`config.mk`:
```
export PLATFORM = sky130hd
export DESIGN_NAME = bus_arbiter
export DESIGN_NICKNAME = d
export VERILOG_FILES = /design/src/rtl/bus_arbiter.sv
export SDC_FILE = /design/constraint.sdc
export NUM_CORES = 1
export LEC_CHECK = 0
export BUFFER_PORTS_ARGS = -buffer_cell sky130_fd_sc_hd__buf_2
export CAP_MARGIN = 5
export CORE_AREA = 2 2 122 124
export DETAILED_ROUTE_END_ITERATION = 10
export DIE_AREA = 0 0 124 126
export GPL_TIMING_DRIVEN = 0
export PLACE_DENSITY = 0.48
export REMOVE_ABC_BUFFERS = 1
export SLEW_MARGIN = 10
export SYNTH_ARGS = -nofsm -noshare
export SYNTH_HDL_FRONTEND = slang
export SYNTH_SLANG_ARGS = --single-unit
export TNS_END_PERCENT = 5
```
`constraint.sdc`:
```
create_clock -name clk -period 3 [get_ports clk]
set_input_delay 0.3 -clock clk [delete_from_list [all_inputs] [get_ports clk]]
set_output_delay 0.3 -clock clk [all_outputs]
set_load 0.01 [all_outputs]
```
`src/rtl/bus_arbiter.sv`:
```
// Two-master round-robin arbiter for a shared valid/ready memory port.
// A watchdog terminates slave accesses that never complete and returns ERR_DATA.
module bus_arbiter #(
   parameter int          TIMEOUT  = 64,
   parameter logic [31:0] ERR_DATA = 32'hDEADBEEF
) (
   input  logic        clk,
   input  logic        rst_n,
   input  logic        m0_valid,
   output logic        m0_ready,
   input  logic [31:0] m0_addr,
   input  logic [31:0] m0_wdata,
   input  logic [3:0]  m0_wstrb,
   output logic [31:0] m0_rdata,
   input  logic        m1_valid,
   output logic        m1_ready,
   input  logic [31:0] m1_addr,
   input  logic [31:0] m1_wdata,
   input  logic [3:0]  m1_wstrb,
   output logic [31:0] m1_rdata,
   output logic        s_valid,
   input  logic        s_ready,
   output logic [31:0] s_addr,
   output logic [31:0] s_wdata,
   output logic [3:0]  s_wstrb,
   input  logic [31:0] s_rdata,
   output logic [1:0]  grant,
   output logic        err,
   output logic        err_master
);

   localparam int CW = (TIMEOUT > 0) ? $clog2(TIMEOUT + 1) : 1;

   typedef enum logic [1:0] {IDLE, GNT0, GNT1} state_t;

   state_t          r_state, w_state_n;
   logic            r_last;
   logic            r_err_master;
   logic [CW-1:0]   r_cnt;
   logic            w_gnt;
   logic            w_cur;
   logic            w_own_valid;
   logic            w_to;
   logic            w_done;
   logic [31:0]     w_rdata;

   assign w_gnt       = (r_state != IDLE);
   assign w_cur       = (r_state == GNT1);
   assign w_own_valid = (r_state == GNT0) ? m0_valid :
                        (r_state == GNT1) ? m1_valid : 1'b0;
   // Timeout fires on the last allowed cycle only if the slave is still silent.
   assign w_to        = (TIMEOUT != 0) && w_gnt && w_own_valid && !s_ready &&
                        (r_cnt == CW'(TIMEOUT - 1));
   assign w_done      = w_gnt && w_own_valid && (s_ready || w_to);
   assign w_rdata     = w_to ? ERR_DATA : s_rdata;

   assign grant      = {r_state == GNT1, r_state == GNT0};
   assign err        = w_to;
   assign err_master = w_to ? w_cur : r_err_master;
   assign m0_ready   = (r_state == GNT0) && (s_ready || w_to);
   assign m1_ready   = (r_state == GNT1) && (s_ready || w_to);
   assign m0_rdata   = (r_state == GNT0) ? w_rdata : 32'h0;
   assign m1_rdata   = (r_state == GNT1) ? w_rdata : 32'h0;

   always_comb begin
      s_valid = 1'b0;
      s_addr  = 32'h0;
      s_wdata = 32'h0;
      s_wstrb = 4'h0;
      case (r_state)
         GNT0: begin
            s_valid = m0_valid;
            s_addr  = m0_addr;
            s_wdata = m0_wdata;
            s_wstrb = m0_wstrb;
         end
         GNT1: begin
            s_valid = m1_valid;
            s_addr  = m1_addr;
            s_wdata = m1_wdata;
            s_wstrb = m1_wstrb;
         end
         default: ;
      endcase
   end

   // The finishing master is never re-granted directly; it must pass through IDLE.
   always_comb begin
      w_state_n = r_state;
      case (r_state)
         IDLE: begin
            if (m0_valid && m1_valid) w_state_n = r_last ? GNT0 : GNT1;
            else if (m0_valid)        w_state_n = GNT0;
            else if (m1_valid)        w_state_n = GNT1;
         end
         GNT0: begin
            if (!m0_valid)   w_state_n = IDLE;
            else if (w_done) w_state_n = m1_valid ? GNT1 : IDLE;
         end
         GNT1: begin
            if (!m1_valid)   w_state_n = IDLE;
            else if (w_done) w_state_n = m0_valid ? GNT0 : IDLE;
         end
         default: w_state_n = IDLE;
      endcase
   end

   always_ff @(posedge clk or negedge rst_n) begin
      if (!rst_n) begin
         r_state      <= IDLE;
         r_last       <= 1'b1;
         r_cnt        <= '0;
         r_err_master <= 1'b0;
      end else begin
         r_state <= w_state_n;
         if (w_done) r_last <= w_cur;
         if (w_to)   r_err_master <= w_cur;
         if (w_state_n != r_state)  r_cnt <= '0;
         else if (w_gnt && !s_ready) r_cnt <= r_cnt + 1'b1;
      end
   end

endmodule

```
# Yosys cells after proc, flatten, opt, wreduce, memory -nomap -nowiden
# Index checks and enable logic that the tools add are counted.
# op_classes
muxes	23
addsub	1
n_eq_ne	4
n_reduce_logical	13
# ops
cell	n
one-hot mux 32 bit (2 select lines)	2
two-way mux 32 bit	3
two-way mux 2 bit	9
two-way mux 7 bit	2
logical AND 1 bit	8
one-hot mux 4 bit (2 select lines)	1
adder 7 x 1 -> 7 bit, second input constant	1
equality test 7 x 6 -> 1 bit, second input constant	1
one-hot mux 2 bit (3 select lines)	1
two-way mux 1 bit	4
nonzero test 2 bit	2
equality test 2 x 1 -> 1 bit, second input constant	1
equality test 2 bit, second input constant	1
logical NOT 2 bit	1
!= test 2 bit	1
one-hot mux 1 bit (2 select lines)	1
logical NOT 1 bit	1
logical OR 1 bit	1
# totals
regBits	11
word_cells	45
inputBits	173
out_inout_bits	139

# Longest topological paths before layout
# Gate-level depths: netlist (run 1).
# depth
depth_word	13
mapped_depth	9
ltp_nobuf	7

# Worst setup path before layout (run 1)
# OpenSTA, ideal clock, no wires.
# synth_path
path_kind	reg2out
startpoint	reg r_state[1]
endpoint	out m0_ready
t_arrival_ps	1995
path_stages_with_launch	9
n_path_buf	2
setup_slack_ps	705
required_time_ps	2700
cell_sequence	dfrtp_1 -> inv_1 -> ha_1 -> nand3b_1 -> a21o_1 -> or3_1 -> buf_2 -> buf_6 -> a21oi_1
# synth_between
word_cells_on_any_way	10
cone_classes	eq/ne: 2; mux: 2; reduce/logical: 6
# synth_rtl
item	line	text
from (decl)	36	state_t r_state, w_state_n;
from (signal assigned)	115	r_state <= w_state_n;
equality test 2 x 1 -> 1 bit *	n/a	
via grant[0]	27	output logic [1:0] grant,
two-way mux 1 bit	49	assign w_own_valid = (r_state == GNT0) ? m0_valid :
logical AND 1 bit (3 in series)	52	assign w_to = (TIMEOUT != 0) && w_gnt && w_own_valid && !s_ready &&
logical OR 1 bit	60	assign m0_ready = (r_state == GNT0) && (s_ready || w_to);
logical AND 1 bit *	60	
to (decl)	10	output logic m0_ready,
# The timed path passes the listed nets; every way through them passes the cells marked *.

# Worst setup path in the final report (run 1)
# layout_path
startpoint	reg r_state[0]
endpoint	out m1_rdata[14]
# layout_between
elab_chain_len	8
word_cells_on_any_way	10
cone_classes	eq/ne: 2; mux: 4; reduce/logical: 4
# layout_lines
item	line	text
equality test 2 bit	50, 63	
two-way mux 1 bit	50	(r_state == GNT1) ? m1_valid : 1'b0;
two-way mux 1 bit	49	
logical AND 1 bit (3 in series)	52	
two-way mux 32 bit	55	assign w_rdata = w_to ? ERR_DATA : s_rdata;
two-way mux 32 bit *	63	assign m1_rdata = (r_state == GNT1) ? w_rdata : 32'h0;
to (decl)	20	output logic [31:0] m1_rdata,
# Every way passes the cells marked *; elsewhere a longest branch is shown, timed or not.

==> run_results.csv, run 1 <==
group,metric,value,unit
power_and_ir_drop,p_sw_share,50.7,%
global_route,grt_max_degree,55,
global_route,grt_first_pass_wirelength,19.7,mm
cts,path_clk_slew,40,ps
yosys,yosys-mux-area-fraction,1.51,%
power_and_ir_drop,p_per_area,749,mW/mm^2
sta,final-setup-viol-count,0,
cells_and_area,multi_input_area,0.00198,mm^2
critical_path,critical_path.max_fanout,54,
cells_and_area,antenna_cells,0,
cells_and_area,stdcell_area,0.00436,mm^2
yosys,synth-edff-count,0,
cells_and_area,fillers,1615,
drt,initialDrtViolationCount,191,
yosys,ys_types,48,
yosys,synth_top_family_by_area,"simple AND/OR/NAND/NOR gates",
die,core,0.0143,mm^2
cells_and_area,area.growth.synth_to_final,81.4,%
sta,slew_viol_final,0,
power_and_ir_drop,seqPwrFrac,6.9,%
critical_path,required,2700,ps
cells_and_area,final_common_cell,"buf_2",
yosys,synth-simple-area-share,45.1,%
cells_and_area,drive_gt1_share,52.3,%
power_and_ir_drop,p_int,1.61,mW
yosys,ys_ff_latch,11,
yosys,netlist.top_cell.by_area,"nor2b_1",
yosys,syn_avg_cell_area,6.71,um^2
placed_design,dpl.cell_count,819,
power_and_ir_drop,switchingPower,1.65,mW
sta,relSlewSlack,59.6,%
critical_path,worst_setup_path_start_kind,"flop",
yosys,synthTopCellsByArea,"nor2b_1 (24%), a22oi_1 (22%), dfrtp_1 (10%)",
yosys,synth_ff_type,"dfrtp_1",
global_route,antenna_found_initial,1,
sta,worst_pin_slew,605,ps
placed_design,hpwl,10.7,mm
power_and_ir_drop,p_clk_share,7.5,%
sta,max_freq,346,MHz
sta,finalCritPeriodShare,96.4,%
cts,clk_path_buf_depth,2,
global_route,grt_use_total,16.3,%
critical_path,crit_type,"flop to output pin",
placed_design,postPlaceCellArea,0.00415,mm^2
cells_and_area,instances_no_fill,832,
yosys,yosysTopAreaCellShare,24.2,%
drt,post-route-drc-count,0,
sta,min_period,2890,ps
drt,routed_via_density,4.45,
power_and_ir_drop,power_leakage,2.35,nW
yosys,synthAdderAreaFrac,2.61,%
cells_and_area,final_nets,827,
yosys,async_flop_share,100,%
cts,numCtsBuffers,3,
critical_path,worst_setup_path_end_kind,"output pin",
drt,dr.pass1.iters,4,
drt,routedWlPerCell,16.7,um
critical_path,cp.arrival,2590,ps
die,dieWidth,124,um
placed_design,finalWeightedCongestion,0.733,
cts,clock-sinks,11,
cts,cts_root_buffer,"clkbuf_16",
drt,dr_total_vias,3699,
sta,report.final.hold_viol_count,0,
cells_and_area,seq_area,278,um^2
drt,finalWirelength,13.9,mm
cts,cts_tree,"done",
placed_design,port_buffers,311,
die,die_y,126,um
die,io_pins,312,
cts,h-tree-depth,1,
die,start_util,16.8,%
yosys,yosysSeqAreaShare,11.5,%
yosys,synth-compound-area-share,29.3,%
power_and_ir_drop,combPwrFrac,85.6,%
worst_hold_path,hold_path_class,"input pin to flop",
run_status,status,"completed",
global_route,grt_pass1_vias,3347,
yosys,syn_inst,358,
cts,insertion_delay,240,ps
global_route,grt_overflow,0,
drt,antenna_left,0,
flow_run,max-cap-violations,0,
yosys,synth_xor_xnor_area_share,2.19,%
power_and_ir_drop,vdd.ir_drop.worst,0.000852,V
sta,finClkSkew,1.71,ps
die,die-area,0.0156,mm^2
yosys,synth_warnings,0,
yosys,synth_area,0.00240,mm^2
sta,final.setup.tns,0,ps
cells_and_area,mostFrequentLayoutCells,"buf_2 (311), nor2b_1 (93), a22oi_1 (69), nor2_1 (52), and3_1 (16)",
sta,rsz0062_at_grt,"no",
die,fp-row-count,44,
power_and_ir_drop,p_total,3.26,mW
==> per-layer routing <==
metal | wire length, um | global-route usage [%] | vias to the layer above
met5 | 10 | 0 | -
met4 | 102 | 2.51 | 2
met2 | 6660 | 27.1 | 146
met1 | 5810 | 21.8 | 1689
met3 | 1350 | 3.89 | 13
li1 | - | - | 1849
==> path summary, 6_finish.rpt <==
check / from / to / slack (ps) / depth (start not counted)
min: m1_valid / r_state[1] / 450 / 3
max: r_state[0] / m1_rdata[14] / 110 / 9
max reg2reg: r_state[0] / r_cnt[6] / 520 / 7
min reg2reg: r_err_master / r_err_master / 490 / 1
min in group asynchronous: rst_n / r_cnt[1] / 460 / 2
max in group asynchronous: rst_n / r_last / 2270 / 2
==> cell type report <==
class,instances,area share [%]
Timing Repair Buffer,324,40.6
Sequential cell,11,6.38
Multi-Input combinational cell,304,45.4
Tap cell,184,5.29
Inverter,5,0.460
Clock buffer,4,1.81
==> worst max-delay path, cell delays in order (launching register included) <==
cell      delay [ps]
dfrtp_1          480
inv_2            160
ha_4             160
buf_12           220
nand3b_1         130
a21o_1           240
or3_4            450
buf_12           170
and3_1           180
buf_2            150
==> synth_stat cells (4+ instances only) <==
cell	number
inv_1	4
a22oi_1	69
buf_2	7
nand4_1	4
nand2_1	8
dfrtp_1	10
nor2b_1	93
buf_1	8
nor2_1	52
ha_1	5
clkbuf_1	20
nor3_1	7
and3_1	16
a21oi_1	8
==> metrics by stage <==
step           utilization, %  hold WS [ps]  setup WS [ps]
2_1_floorplan               -          4.41          -1310
3_3_place_gp             28.1           187          -3470
3_5_place_dp             29.0           187           -399
4_1_cts                  30.3           450           8.21
5_1_grt                  30.4           476           7.18
6_report                 30.4           450            108
==> what timing repair did <==
| action | CTS | global route |
|---|---|---|
| hold buffers | 1 | 0 |
| setup endpoints to repair | 77 | 2 |
| gates cloned | 1 | 0 |
| hold endpoints to repair | 10 | 0 |
| setup buffers | 6 | 1 |
| resized for setup | 3 | 1 |
| pin swaps | 1 | 1 |
==> logic make-up after synthesis <==
family,after synthesis
AO/OA/AOI/OAI,96
adder cells (fa/ha/maj),5
XOR/XNOR,6
multiplexers,3
flip-flops,11
AND/OR/NAND/NOR,194
buffers and inverters,43
==> registers in the layout (all words and copies together), names as in the netlist <==
| signal | cells |
|---|---|
| r_err_master | 1 |
| r_last | 1 |
| r_cnt | 7 |
| r_state | 2 |
==> power by group through the flow <==
stage	clock (mW)	sequential, mW	combinational [mW]
after floorplan	0	0.208	1.59
after global placement	0	0.216	2.65
after detailed placement	0	0.222	2.69
after CTS	0.253	0.222	2.83
after global routing	0.259	0.229	3.07
final	0.244	0.224	2.79
Note: power is estimated with default switching activity, not from simulation.
==> inputs of run 2 (changes only) <==
- BUFFER_PORTS_ARGS: -buffer_cell sky130_fd_sc_hd__buf_2 -> unset
- CORE_AREA: 2 2 122 124 -> 2 2 121 123
- DIE_AREA: 0 0 124 126 -> 0 0 123 125
- DONT_BUFFER_PORTS: unset -> 1
- PLACE_DENSITY: 0.48 -> 0.3
==> run_results.csv, run 2 (synthesis gave the netlist of run 1 again) <==
group,metric,value,unit
run_status,status,"completed",
critical_path,worst_setup_path_start_kind,"flop",
cells_and_area,antenna_cells,0,
cells_and_area,final_common_cell,"nor2b_1",
cts,insertion_delay,240,ps
flow_run,max-cap-violations,0,
die,dieWidth,123,um
sta,final-setup-viol-count,0,
critical_path,worst_setup_path_end_kind,"output pin",
cells_and_area,largest_reg_flops,7,
power_and_ir_drop,vdd.ir_drop.worst,0.000470,V
sta,report.final.hold_viol_count,0,
placed_design,postPlaceCellArea,0.00255,mm^2
critical_path,r2r_cells,7,
sta,finClkSkew,5.88,ps
cts,clock-sinks,11,
cells_and_area,mostFrequentLayoutCells,"nor2b_1 (90), a22oi_1 (69), nor2_1 (52), and3_1 (16), dfrtp_1 (9)",
cells_and_area,top_regs,"r_cnt x7, r_state x2",
placed_design,port_buffers,0,
cells_and_area,drive_gt1_share,7.55,%
sta,final.setup.tns,0,ps
critical_path,crit_type,"flop to output pin",
drt,post-route-drc-count,0,
global_route,grt_max_degree,76,
sta,relSlewSlack,41.7,%
sta,min_period,2840,ps
placed_design,hpwl,10.1,mm
drt,initialDrtViolationCount,162,
power_and_ir_drop,p_total,2.63,mW
cells_and_area,stdcell_area,0.00272,mm^2
global_route,grt_overflow,0,
global_route,antenna_found_initial,0,
die,die-area,0.0154,mm^2
sta,rsz0062_at_grt,"yes",
sta,max_freq,352,MHz
power_and_ir_drop,p_per_area,968,mW/mm^2
cells_and_area,area.growth.synth_to_final,13.1,%
critical_path,required,2700,ps
drt,routedWlPerCell,24.4,um
sta,worst_pin_slew,875,ps
global_route,grt_use_total,14.7,%
drt,dr.pass1.iters,4,
power_and_ir_drop,power_leakage,0.879,nW
worst_hold_path,hold_path_class,"input pin to flop",
cts,cts_root_buffer,"clkbuf_16",
die,start_util,16.9,%
drt,finalWirelength,12.6,mm
cts,numCtsBuffers,3,
die,core,0.0142,mm^2
drt,dr_total_vias,2710,
critical_path,cp.arrival,2540,ps
sta,finalCritPeriodShare,94.7,%
critical_path,r2r_end,"r_cnt[5]",
die,io_pins,312,
worst_hold_path,min_delay_path_depth,2,
die,die_y,125,um
drt,routed_via_density,5.26,
global_route,grt_pass1_vias,2494,
sta,setup_ws,158,ps
die,fp-row-count,44,
critical_path,r2r-start,"r_state[1]",
cts,path_clk_slew,50,ps
cts,clk_path_buf_depth,2,
critical_path,rrSetupSlack,390,ps
placed_design,dpl_worst_slack,-22.8,ps
cells_and_area,regMostFlops,"r_cnt",
global_route,grt_first_pass_wirelength,16.5,mm
cells_and_area,final_nets,510,
cts,cts_tree,"done",
worst_hold_path,hold_start,"m1_valid",
sta,slew_viol_final,0,
cts,h-tree-depth,1,
drt,antenna_left,0,
critical_path,critical_path.max_fanout,19,
placed_design,finalWeightedCongestion,0.733,
worst_hold_path,whs_endpoint,"r_state[1]",
## run 2: cell types whose count changed in the layout (fill, tap and decap cells not counted), moves of 2 or more
| cell | delta |
|---|---|
| nor2b_2 | +3 |
| buf_12 | -2 |
| nor2b_1 | -3 |
| buf_4 | -4 |
| buf_2 | -311 |
## run 2: worst max-delay path by stage
stage / from / endpoint / slack [ps]
2_1_floorplan: r_state[0] / m1_rdata[0] / -1310
3_3_place_gp: r_state[0] / m1_rdata[31] / -2620
3_5_place_dp: r_state[0] / m1_rdata[31] / -20
4_1_cts: r_state[0] / m1_rdata[0] / -70
5_1_grt: r_state[0] / m1_rdata[28] / -10
6_report: r_state[0] / m1_rdata[10] / 160
## run 2: layout make-up
class,instances,area (um^2)
timing repair buffer,5,96.3
multi-input combinational,306,2010
sequential,11,278
fill,1638,11500
clock buffer,3,75.1
inverter,5,18.8
clock inverter,1,5.00
tap,184,230
## run 2: through the flow
stage | hold WS (ps) | instances | utilization, %
after detailed placement | 5.20 | 506 | 18.0
after global routing | 246 | 515 | 19.1
final | 230 | 515 | 19.1
after floorplan | 4.41 | 320 | -
after global placement | 5.08 | 504 | 17.4
after CTS | 232 | 514 | 18.8
## run 2: layer usage
metal | track usage (%) | share of wire, %
met4 | 1.80 | 0.41
met3 | 9.72 | 15
met5 | 0 | 0
met2 | 20.7 | 42
met1 | 19.2 | 42
## run 2: where the power goes
part	switching [mW]	leakage, nW	internal, mW
combinational	1.38	0.692	0.778
clock	0.0697	0.0409	0.177
sequential	0.0413	0.146	0.182
total	1.49	0.879	1.14
## run 2: repair_timing
item	CTS	global route
gates cloned	2	0
endpoints found under the hold margin	11	0
hold buffers	1	0
gates resized for setup	0	7
pin swaps	1	1
buffers inserted	1	1
endpoints found under the setup margin	52	64
## run 2: worst max-delay path, stage by stage (launching register included)
cell	delay, ps
dfrtp_1	480
inv_2	160
ha_4	300
nand3b_1	130
a21o_1	300
nor3_2	540
nor2_1	130
nor2b_1	250
